[src/rtl/iter_muldiv.sv]
// Iterative unsigned MUL/MULHU/DIVU/REMU unit for the execute stage.
// One ripple-carry adder is time-shared over 32 iterations per operation.

module rca #(
   parameter int W = 32
) (
   input  logic [W-1:0] x,
   input  logic [W-1:0] y,
   input  logic         sub_en,
   output logic [W-1:0] sum,
   output logic         cout
);
   logic [W:0]   c;
   logic [W-1:0] yy;

   always_comb begin
      yy   = y ^ {W{sub_en}};
      c    = '0;
      sum  = '0;
      c[0] = sub_en;
      for (int i = 0; i < W; i++) begin
         sum[i]   = x[i] ^ yy[i] ^ c[i];
         c[i+1]   = (x[i] & yy[i]) | (c[i] & (x[i] ^ yy[i]));
      end
      cout = c[W];
   end
endmodule

module iter_muldiv #(
   parameter int XLEN = 32
) (
   input  logic            clk,
   input  logic            rst,
   input  logic            flush,
   input  logic            in_valid,
   output logic            in_ready,
   input  logic [1:0]      op,
   input  logic [XLEN-1:0] a,
   input  logic [XLEN-1:0] b,
   output logic            out_valid,
   input  logic            out_ready,
   output logic [XLEN-1:0] result
);
   typedef enum logic [1:0] {
      IDLE = 2'd0,
      BUSY = 2'd1,
      DONE = 2'd2
   } state_t;

   state_t          state_q, state_d;
   logic [1:0]      op_q, op_d;
   logic [XLEN-1:0] a_q, a_d;
   logic [XLEN-1:0] b_q, b_d;
   logic [XLEN-1:0] hi_q, hi_d;
   logic [XLEN-1:0] lo_q, lo_d;
   logic [4:0]      cnt_q, cnt_d;

   logic            is_div;
   logic [XLEN-1:0] rs;
   logic [XLEN-1:0] rca_x;
   logic [XLEN-1:0] rca_y;
   logic [XLEN-1:0] rca_s;
   logic            rca_co;
   logic            ok;

   // hi is acc (multiply) or rem (divide); lo is mpl or q.
   always_comb begin
      is_div = op_q[1];
      rs     = {hi_q[XLEN-2:0], lo_q[XLEN-1]};
      rca_x  = is_div ? rs : hi_q;
      rca_y  = is_div ? b_q : (lo_q[0] ? a_q : '0);
      ok     = hi_q[XLEN-1] | rca_co;
   end

   rca #(.W(XLEN)) u_rca (
      .x      (rca_x),
      .y      (rca_y),
      .sub_en (is_div),
      .sum    (rca_s),
      .cout   (rca_co)
   );

   always_comb begin
      state_d = state_q;
      op_d    = op_q;
      a_d     = a_q;
      b_d     = b_q;
      hi_d    = hi_q;
      lo_d    = lo_q;
      cnt_d   = cnt_q;
      unique case (state_q)
         IDLE: begin
            if (in_valid) begin
               op_d    = op;
               a_d     = a;
               b_d     = b;
               hi_d    = '0;
               lo_d    = op[1] ? a : b;
               cnt_d   = '0;
               state_d = BUSY;
            end
         end
         BUSY: begin
            if (is_div) begin
               hi_d = ok ? rca_s : rs;
               lo_d = {lo_q[XLEN-2:0], ok};
            end else begin
               hi_d = {rca_co, rca_s[XLEN-1:1]};
               lo_d = {rca_s[0], lo_q[XLEN-1:1]};
            end
            cnt_d = cnt_q + 5'd1;
            if (cnt_q == 5'd31) state_d = DONE;
         end
         DONE: begin
            if (out_ready) state_d = IDLE;
         end
         default: state_d = IDLE;
      endcase
      if (flush) state_d = IDLE;
   end

   always_ff @(posedge clk or posedge rst) begin
      if (rst) begin
         state_q <= IDLE;
         op_q    <= '0;
         a_q     <= '0;
         b_q     <= '0;
         hi_q    <= '0;
         lo_q    <= '0;
         cnt_q   <= '0;
      end else begin
         state_q <= state_d;
         op_q    <= op_d;
         a_q     <= a_d;
         b_q     <= b_d;
         hi_q    <= hi_d;
         lo_q    <= lo_d;
         cnt_q   <= cnt_d;
      end
   end

   // MULHU/REMU live in hi, MUL/DIVU in lo.
   always_comb begin
      in_ready  = (state_q == IDLE);
      out_valid = (state_q == DONE);
      result    = op_q[0] ? hi_q : lo_q;
   end
endmodule
[config.mk]
export PLATFORM = sky130hd
export DESIGN_NAME = iter_muldiv
export DESIGN_NICKNAME = d
export VERILOG_FILES = /design/src/rtl/iter_muldiv.sv
export SDC_FILE = /design/constraint.sdc
export NUM_CORES = 1
export LEC_CHECK = 0
export ABC_AREA = 0
export BUFFER_PORTS_ARGS = -buffer_cell sky130_fd_sc_hd__buf_2
export CAP_MARGIN = 20
export CORE_MARGIN = 2
export CORE_UTILIZATION = 50
export CTS_BUF_LIST = sky130_fd_sc_hd__clkbuf_4 sky130_fd_sc_hd__clkbuf_8
export CTS_CLUSTER_DIAMETER = 80
export DETAILED_ROUTE_END_ITERATION = 10
export MAX_ROUTING_LAYER = met4
export PLACE_DENSITY = 0.83
export SLEW_MARGIN = 5
export SYNTH_ARGS = -nofsm -noshare
export SYNTH_HDL_FRONTEND = slang
export SYNTH_HIERARCHICAL = 1
export SYNTH_SLANG_ARGS = --single-unit
[constraint.sdc]
create_clock -name clk -period 14.6 [get_ports clk]
set_clock_uncertainty 0.2 [all_clocks]
set_input_delay 1.46 -clock clk [delete_from_list [all_inputs] [get_ports clk]]
set_output_delay 1.46 -clock clk [all_outputs]
set_load 0.01 [all_outputs]
==> results.toml <==
[yosys]
synth.most_common_cell = "dfrtp_1"
ys_seq_elements = 137
async_flop_share = 1.00
yosys.area.top_type_share = 0.374
synth_commonest_cells = "137 x dfrtp_1, 128 x o21ai_0, 97 x inv_1"
synth_area_leaders = "dfrtp_1 37%, mux2_2 11%, mux2i_1 7.0%, o21ai_0 7.0%, fa_1 6.8%"
synth_edf_count = 0
syn_area_um2 = 9180
synth_ff_type = "dfrtp_1"
yosysSeqAreaShare = 0.374
yosysWarningCount = 6
netlist_instances = 921
synth_largest_area_cell = "dfrtp_1"
syn_avg_cell_area_um2 = 9.96
synth.distinct_cells = 38
syn_nets = 1025

[grt]
met3_usage = 0.0392
grt_pass1_vias = 7204
grt_pass1_wl_um = 36100
overflow = 0
grt_use_total = 0.232
grt_util_met2 = 0.373
antenna_found_initial = 0
met1_usage = 0.306
top_usage_layer = "met2"
grt_max_degree = 89

[clocking]
cts_buffers = 17
clock_path_buffers = 2
holdBufCountCts = 0
cts.sinks = 137
cts_htree_levels = 4
cts_tree = "built"
worst_skew_pair.late_latency_ns = 0.46
clk_pin_slew_ns = 0.08
clockRootBuffer = "clkbuf_8"

[worst_setup_path]
start_kind = "register"
criticalPathCategory = "reg -> reg"
crit_required_ns = 14.77
arrival_ns = 14.27
cp_slowest_cell = "dfrtp_4"
path_delay_family = "adder cells"
worst-path-stages = 42
r2r_cells = 42
critical-path-max-stage-delay_ns = 0.52
cpMostUsedCell = "fa_2"
cp.buffers_inverters = 6
path_max_fanout = 9
crit_path_end_kind = "register"
reg2reg_to = "hi_q[20]$_DFFE_PP0P_"
r2r_slack_ns = 0.50
timing.rr.start = "op_q[1]$_DFFE_PP0P_"

[power]
fin_total_pwr_mw = 1.87
p_sw_frac = 0.403
p_int_mw = 1.12
power_switching_mw = 0.754
comb_power_share = 0.519
peakVddDrop_v = 0.0000996
power_frac_clock = 0.177
power_frac_seq = 0.304
leakagePower_nw = 4.68
powerDensity_nw_per_um2 = 180

[hold_path]
hold_class = "reg -> reg"
holdPathStages = 1
hold_path_end = "a_q[25]$_DFFE_PP0P_"
min-delay-start = "a_q[25]$_DFFE_PP0P_"

[timing]
fin_crit_ns = 14.10
fmax_mhz = 70.9
holdWs_ns = 0.311
slew_violations = 0
period_share = 0.966
setup_viol = 0
slew_headroom = 0.294
rsz0062_at_grt = "no"
worstMarginPinSlew_ns = 1.06
hold_viol = 0

[finish]
stdcell_count = 1232
area_growth_pct = 13.3
drive_gt1_frac = 0.294
post-route-util = 0.579
antennaDiodeCount = 0
nets = 1094
stdcell_area_um2 = 10400

[drt]
vias = 7167
totalWireLength_um = 21500
drt_iter0_markers = 590
dr.pass1.iters = 5
ant_nets = 0
routedWlPerCell_um = 17.4
vias_per_cell = 5.82
drc = 0

[flow_run]
maxCapViolCount = 0

[placement]
dp_hpwl_um = 13600
port_buffers = 104
place_area_um2 = 9800
gp_congestion = 0.819
dp_cells = 1193

[floorplan]
die-area_um2 = 19500
dieHeight_um = 139
fp.coreArea_um2 = 18000
start_util = 0.511
die_x_um = 139
pin_count = 105
std_cell_rows = 49

[run_status]
status = "finished clean"
-- cell families after synthesis --
family | count (synthesis) | share of synthesized area
muxes | 163 | 0.194
xor gates and xnor gates | 32 | 0.0322
buffers and inverters | 182 | 0.0877
and+or+nand+nor | 142 | 0.0656
DFF | 137 | 0.374
adders and majority gates | 33 | 0.0704
AOI/OAI and AO/OA | 232 | 0.177
-- per-layer routing --
layer	part of all wire	routed length, µm
met1	0.45	9690
met2	0.49	10600
met3	0.041	883
met4	0.013	269
met5	0	0
-- worst reg2reg max path: cells and delay by family (launching register included) --
kind	cells	cell delay (ns)
flops	1	0.52
xor+xnor	1	0.14
buf+inv	6	0.66
fa+ha+maj	31	11.81
compound gates	4	0.66
-- registers in the layout, indices dropped and copies added, names as in the netlist --
register  flops
lo_q         32
hi_q         32
a_q          32
cnt_q         5
state_q       2
op_q          2
b_q          32
-- per-stage QoR --
| step | setup slack [ns] | setup TNS, ns |
|---|---|---|
| 4_1_cts | 0.0345 | 0 |
| 3_5_place_dp | -0.378 | -10.43 |
| 2_1_floorplan | 0.0433 | 0 |
| 5_1_grt | 0.0311 | 0 |
| 3_3_place_gp | -0.183 | -5.19 |
| 6_report | 0.498 | 0 |
-- layout by cell type (no fill, tap or decap), types with 3 or more instances in the layout --
cell type and instances:
mux2i_1 64, o21ai_1 5, inv_1 96, a311o_1 30, nand2_1 37, xor2_1 3
nand3_1 31, o311a_1 31, mux2_4 6, fa_1 12, mux2_2 93, buf_4 22
bufinv_16 3, fa_2 19, xnor2_1 27, dfrtp_1 135, o21ai_0 122, a22o_1 34
clkbuf_4 5, nor2_1 63, buf_12 4, clkinv_2 5, buf_2 104, clkbuf_8 18
-- power by group through the flow --
stage / Clock [mW] / Combinational [mW] / Sequential, mW
5_1_grt: 0.354 / 1.09 / 0.584
3_3_place_gp: 0 / 0.830 / 0.566
4_1_cts: 0.336 / 0.918 / 0.566
6_report: 0.331 / 0.971 / 0.569
3_5_place_dp: 0 / 0.863 / 0.572
2_1_floorplan: 0 / 0.703 / 0.523
-- timing repair --
item                       in CTS  in global routing
setup buffers                   1                  2
pin swaps                       1                  1
resized for setup               9                 15
gates cloned                    2                  2
setup endpoints to repair      33                 33
-- worst max-delay path by stage --
stage / start / endpoint / slack (ns)
finish: op_q[1]$_DFFE_PP0P_ / hi_q[20]$_DFFE_PP0P_ / 0.50
global route: op_q[1]$_DFFE_PP0P_ / hi_q[27]$_DFFE_PP0P_ / 0.03
CTS: op_q[1]$_DFFE_PP0P_ / hi_q[5]$_DFFE_PP0P_ / 0.03
detailed placement: op_q[1]$_DFFE_PP0P_ / hi_q[25]$_DFFE_PP0P_ / -0.38
global placement: op_q[1]$_DFFE_PP0P_ / hi_q[31]$_DFFE_PP0P_ / -0.18
floorplan: op_q[1]$_DFFE_PP0P_ / hi_q[31]$_DFFE_PP0P_ / 0.04
-- area by class of cell --
type                       count  area [µm²]
fill                        1534        7560
multi-input combinational    602        5010
sequential                   137        3430
timing repair buffer         135         887
inverter                      97         369
tap                          229         287
clock buffer                  23         285
clock inverter                 9         123
No activity file was read; power rests on OpenSTA's default activity.
